$ cat src/rtl/mlp_neuron_acc.sv
// mlp_neuron_acc: accumulates NUM_INPUTS signed Q.20 products per neuron.
// It then adds a Q8.10 bias, rescales to Q8.10 with floor rounding,
// saturates, and presents the activation on a valid/ready port.
//
// Optional feature macro: MLP_NEURON_ACC_RELU_EN
//   defined   -> ReLU fused into the clamp (result range 0 .. 131071)
//   undefined -> symmetric signed saturation (-131072 .. 131071)
//
// Ports:
//   clk_i        rising-edge clock
//   reset_i      synchronous active-high reset
//   ce_i         clock enable; low holds all state and blocks handshakes
//   in_valid_i   in_data_i holds a product
//   in_ready_o   block can accept a product (ACC state only)
//   in_data_i    signed product, PROD_WIDTH bits
//   bias_i       signed Q8.10 bias, sampled in the FINAL state
//   out_valid_o  out_data_o holds a result
//   out_ready_i  downstream accepts the result
//   out_data_o   signed Q8.10 activation
//   busy_o       high outside ACC or while a neuron is partially accumulated
module mlp_neuron_acc #(
    parameter int unsigned PROD_WIDTH = 31,
    parameter int unsigned OUT_WIDTH  = 18,
    parameter int unsigned FRAC_BITS  = 10,
    parameter int unsigned ACC_WIDTH  = 40,
    parameter int unsigned NUM_INPUTS = 16
) (
    input  logic                  clk_i,
    input  logic                  reset_i,
    input  logic                  ce_i,
    input  logic                  in_valid_i,
    output logic                  in_ready_o,
    input  logic [PROD_WIDTH-1:0] in_data_i,
    input  logic [OUT_WIDTH-1:0]  bias_i,
    output logic                  out_valid_o,
    input  logic                  out_ready_i,
    output logic [OUT_WIDTH-1:0]  out_data_o,
    output logic                  busy_o
);

    // Count must be able to hold NUM_INPUTS after the last accept.
    localparam int unsigned CntWidth = $clog2(NUM_INPUTS + 1);

    localparam logic signed [ACC_WIDTH-1:0] MaxVal =
        {{(ACC_WIDTH - OUT_WIDTH + 1){1'b0}}, {(OUT_WIDTH - 1){1'b1}}};
`ifndef MLP_NEURON_ACC_RELU_EN
    localparam logic signed [ACC_WIDTH-1:0] MinVal =
        {{(ACC_WIDTH - OUT_WIDTH + 1){1'b1}}, {(OUT_WIDTH - 1){1'b0}}};
`endif

    typedef enum logic [1:0] {StAcc, StFinal, StOut} state_e;

    state_e                        state_q, state_d;
    logic signed [ACC_WIDTH-1:0]   acc_q, acc_d;
    logic [CntWidth-1:0]           count_q, count_d;
    logic                          out_valid_q, out_valid_d;
    logic [OUT_WIDTH-1:0]          out_data_q, out_data_d;

    logic signed [ACC_WIDTH-1:0]   in_ext;
    logic signed [ACC_WIDTH-1:0]   bias_ext;
    logic signed [ACC_WIDTH-1:0]   sum;
    logic signed [ACC_WIDTH-1:0]   r;
    logic [OUT_WIDTH-1:0]          clamped;

    assign in_ext   = {{(ACC_WIDTH - PROD_WIDTH){in_data_i[PROD_WIDTH-1]}}, in_data_i};
    assign bias_ext = {{(ACC_WIDTH - OUT_WIDTH){bias_i[OUT_WIDTH-1]}}, bias_i};
    // Bias is aligned to the accumulator's Q.20 scale before the add.
    assign sum      = acc_q + (bias_ext <<< FRAC_BITS);
    // Arithmetic shift gives floor rounding toward minus infinity.
    assign r        = sum >>> FRAC_BITS;

    always_comb begin
        clamped = r[OUT_WIDTH-1:0];
`ifdef MLP_NEURON_ACC_RELU_EN
        if (r[ACC_WIDTH-1]) begin
            clamped = '0;
        end else if (r > MaxVal) begin
            clamped = MaxVal[OUT_WIDTH-1:0];
        end
`else
        if (r < MinVal) begin
            clamped = MinVal[OUT_WIDTH-1:0];
        end else if (r > MaxVal) begin
            clamped = MaxVal[OUT_WIDTH-1:0];
        end
`endif
    end

    always_comb begin
        state_d     = state_q;
        acc_d       = acc_q;
        count_d     = count_q;
        out_valid_d = out_valid_q;
        out_data_d  = out_data_q;
        if (ce_i) begin
            unique case (state_q)
                StAcc: begin
                    if (in_valid_i) begin
                        acc_d   = acc_q + in_ext;
                        count_d = count_q + CntWidth'(1);
                        if (count_q == CntWidth'(NUM_INPUTS - 1)) begin
                            state_d = StFinal;
                        end
                    end
                end
                StFinal: begin
                    out_data_d  = clamped;
                    out_valid_d = 1'b1;
                    state_d     = StOut;
                end
                StOut: begin
                    if (out_ready_i) begin
                        out_valid_d = 1'b0;
                        acc_d       = '0;
                        count_d     = '0;
                        state_d     = StAcc;
                    end
                end
                default: state_d = StAcc;
            endcase
        end
    end

    always_ff @(posedge clk_i) begin
        if (reset_i) begin
            state_q     <= StAcc;
            acc_q       <= '0;
            count_q     <= '0;
            out_valid_q <= 1'b0;
            out_data_q  <= '0;
        end else begin
            state_q     <= state_d;
            acc_q       <= acc_d;
            count_q     <= count_d;
            out_valid_q <= out_valid_d;
            out_data_q  <= out_data_d;
        end
    end

    assign in_ready_o  = (state_q == StAcc);
    assign out_valid_o = out_valid_q;
    assign out_data_o  = out_data_q;
    assign busy_o      = (state_q != StAcc) || (count_q != '0);

endmodule

$ cat config.mk
export PLATFORM = sky130hd
export DESIGN_NAME = mlp_neuron_acc
export DESIGN_NICKNAME = d
export VERILOG_FILES = /design/src/rtl/mlp_neuron_acc.sv
export SDC_FILE = /design/constraint.sdc
export NUM_CORES = 1
export LEC_CHECK = 0
export ABC_AREA = 1
export BUFFER_PORTS_ARGS = -buffer_cell sky130_fd_sc_hd__clkbuf_2
export CAP_MARGIN = 20
export CELL_PAD_IN_SITES_DETAIL_PLACEMENT = 2
export CELL_PAD_IN_SITES_GLOBAL_PLACEMENT = 2
export CORE_AREA = 2 2 142 172
export CTS_CLUSTER_DIAMETER = 120
export DETAILED_ROUTE_END_ITERATION = 12
export DIE_AREA = 0 0 144 174
export PLACE_DENSITY_LB_ADDON = 0.1
export SYNTH_ARGS = -nofsm -noshare
export SYNTH_HDL_FRONTEND = slang
export SYNTH_SLANG_ARGS = --single-unit
$ cat constraint.sdc
create_clock -name clk_i -period 2.74 [get_ports clk_i]
set_input_delay 0.274 -clock clk_i [delete_from_list [all_inputs] [get_ports clk_i]]
set_output_delay 0.274 -clock clk_i [all_outputs]
set_load 0.03 [all_outputs]
==> out/results.txt <==
Status -> finished, violations left
Violated checks -> negative setup slack
Syn Area/Cell -> 5.73 sq um
Final min period -> 2.86 ns
CP peak stage delay -> 0.41 ns
CTS H-tree lvls -> 3
Fin area -> 9460 sq um
Final worst setup slack -> -0.118 ns
Main flop type after synthesis -> dfxtp_1
Distinct cells, synth -> 45
CP Cell Sequence -> ha_4 -> inv_2 -> fa_2 -> inv_2 -> nand2_2 -> nand2_2 -> and2_4 -> nand2_2 -> nand3_2 -> nand2_2 -> nand2_2 -> nand2_2 -> nand2_2 -> nand2_2 -> nor2_2 -> nand3_2 -> a21oi_4 -> buf_6 -> nand2_2 -> a21oi_2
Initial Utilization -> 0.314
First-pass GRT wire length -> 53000 um
CTS tree -> built
Fmax -> 350 MHz
Gpl congestion -> 0.877
Hold WC Path Type -> primary input to flip-flop
Pin count of the biggest net entering global routing -> 62
Worst Tran Pin Value -> 0.763 ns
Vias per Instance -> 5.16
CORE AREA -> 23500 sq um
CTS root buf -> clkbuf_16
# nets final -> 1562
Hold path depth -> 3
Synth Net Count -> 1414
PD cells -> 427 nW/um^2
Cells after synthesis -> 1287
Die width -> 144 um
Period utilisation layout -> 1.04
Sw Share -> 0.422
Grt ovf -> 0
Final hold vios -> 0
Yosys warnings -> 0
HPWL Detailed -> 27900 um
Clock share of power -> 0.311
Startpoint types -> flip-flop
Worst Hold End -> out_data_o[17]
Hold_ws -> 0.232 ns
Num CTS Buffers -> 9
Worst skew pair latency -> 0.35 ns
Commonest non-fill, non-tap cell in the layout -> nand2_1
R2r startpoint -> acc_q[10]
Average routed wire per standard cell -> 20.1 um
Number of buffers added on ports -> 74
Yosys reg bits -> 66
N_diodes -> 0
Seq/Total Area, Yosys -> 0.179
P_sw -> 1.71 mW
Final Max Tran Viols -> 0
CP Max Fanout -> 8
Share of layout cells above drive strength 1 -> 0.209
FP Rows -> 62
Detailed router's first-iteration violation count -> 243
Antenna violations before repair -> 0
Combinational power share -> 0.425
Max Cap Viol -> 0
DRC viols -> 0
Final setup violation count -> 11
ANT nets after route -> 0
Area Overhead vs Synth -> 28.4%
Hold buffers post-CTS -> 0
Hold_sp -> ce_i
Worst R2R Path Depth -> 20
Internal cell power -> 2.34 mW
CP most frequent cell -> nand2_2
Synthesized area -> 7370 sq um
Leak -> 4.71 nW
Synth async-reset ratio -> 0
Drt first pass iters -> 4
CTS clock-pin slew for the worst setup and hold paths -> 0.07 ns
Crit path DAT -> 3.12 ns
DIE AREA -> 25100 sq um
Reg power frac -> 0.264
Maximum VDD drop -> 0.301 mV
Worst-case clock buffer depth -> 2
Leading cell types in the layout, fill and taps excluded -> nand2_1, inv_1, a21oi_1
Final WL -> 35400 um
RR Endpoint -> out_data_o[7]
Via count -> 9081
Worst Skew -> 0.0129 ns
Ports -> 75
GR Util All Layers -> 0.276
Placed cell areas -> 8620 sq um
Critical-path cell with the highest stage delay -> fa_2
CTS sink count -> 66
Slew HR -> 0.492
Post-synth EDFFs -> 0
Worst R2R Setup Slack -> -0.12 ns
Worst Path Required -> 3.00 ns
Critical path class -> flip-flop to flip-flop
CP Capture Type -> flip-flop
Die height -> 174 um
Vias in the first global route -> 9980
RSZ-0062 raised after global routing -> yes
## cells in the mapped netlist (4+ instances only)
| cell | count | share of area |
|---|---|---|
| nand2_1 | 392 | 0.20 |
| inv_1 | 201 | 0.10 |
| a21oi_1 | 153 | 0.10 |
| nor2_1 | 122 | 0.062 |
| ha_1 | 71 | 0.12 |
| dfxtp_1 | 66 | 0.18 |
| o21ai_0 | 63 | 0.043 |
| nand3_1 | 56 | 0.038 |
| a31oi_1 | 15 | 0.013 |
| clkbuf_1 | 13 | 0.0066 |
| nand4_1 | 13 | 0.011 |
| nor3_1 | 13 | 0.0088 |
| nor2_2 | 12 | 0.010 |
| xnor2_1 | 11 | 0.013 |
| nand2_2 | 8 | 0.0068 |
| o21bai_1 | 8 | 0.0081 |
| or2_2 | 7 | 0.0059 |
| xor2_1 | 7 | 0.0083 |
| nand3_2 | 5 | 0.0068 |
| o21a_1 | 5 | 0.0051 |
| and2_1 | 4 | 0.0034 |
| o21ai_1 | 4 | 0.0027 |
## metal layers
metal	up-vias	routed length [um]	share of wire	track usage
li1	4460	-	-	-
met1	4461	13600	0.39	0.286
met2	100	19400	0.55	0.532
met3	60	547	0.015	0.0287
met4	0	1870	0.053	0.143
met5	-	0	0	0
## cells by family (layout without fill, tap and decap cells)
family / after synthesis / in the layout / share of synthesized area
and+or+nand+nor: 642 / 642 / 0.363
AOI/OAI and AO/OA: 265 / 265 / 0.195
buffers and inverters: 223 / 376 / 0.115
adders and majority gates: 73 / 73 / 0.126
DFF: 66 / 66 / 0.179
xor gates and xnor gates: 18 / 18 / 0.0214
## critical path, delay by kind of cell, from the launching register on
kind / cells / cell delay [ns]
DFF: 1 / 0.35
adders and majority gates: 2 / 0.54
and+or+nand+nor: 13 / 1.16
buffers and inverters: 3 / 0.30
AOI/OAI and AO/OA: 2 / 0.41
## repair_timing
item | in CTS | in global routing
endpoints found under the hold margin | 0 | 0
pin swaps | 5 | 16
gates resized for setup | 42 | 73
cloned | 2 | 1
buffers inserted | 4 | 4
endpoints found under the setup margin | 18 | 28
## flip-flops by register name, summed over array words and instances, names as in the netlist
signal       flops
acc_q           40
out_data_o      18
count_q          5
state_q          2
out_valid_o      1
## worst max path at each step
stage	start	to	slack, ns	cells after the start
2_1_floorplan	acc_q[10]	out_data_o[10]	0.25	20
3_3_place_gp	bias_i[0]	out_data_o[3]	-0.11	21
3_5_place_dp	bias_i[0]	out_data_o[8]	-0.25	21
4_1_cts	acc_q[10]	out_data_o[15]	-0.009	20
5_1_grt	acc_q[33]	out_data_o[15]	-0.28	17
6_report	acc_q[10]	out_data_o[7]	-0.12	20
## cell type report
type | count | area [sq um]
fillers | 3038 | 14000
multi-input cells | 998 | 5600
flip-flops and latches | 66 | 1350
repair buffers | 155 | 1050
inverters | 205 | 769
well taps | 320 | 400
clock buffers | 9 | 225
clock inverters | 7 | 77.6
## power by group through the flow
stage	Clock, mW	Sequential [mW]	Combinational, mW
global route	1.32	1.07	1.88
CTS	1.27	1.06	1.62
global placement	0	1.07	1.51
floorplan	0	1.05	0.923
finish	1.26	1.07	1.72
detailed placement	0	1.08	1.56
## per-stage QoR
step	cells	util	TNS, ns	power (mW)	setup WS [ns]
finish	1760	0.403	-0.738	4.04	-0.118
global route	1760	0.403	-3.72	4.28	-0.281
CTS	1756	0.392	-0.0198	3.95	-0.00940
detailed placement	1734	0.367	-3.55	2.63	-0.250
global placement	1734	0.367	-1.82	2.58	-0.111
floorplan	1287	-	0	1.98	0.250
Note: power is estimated with default switching activity, not from simulation.
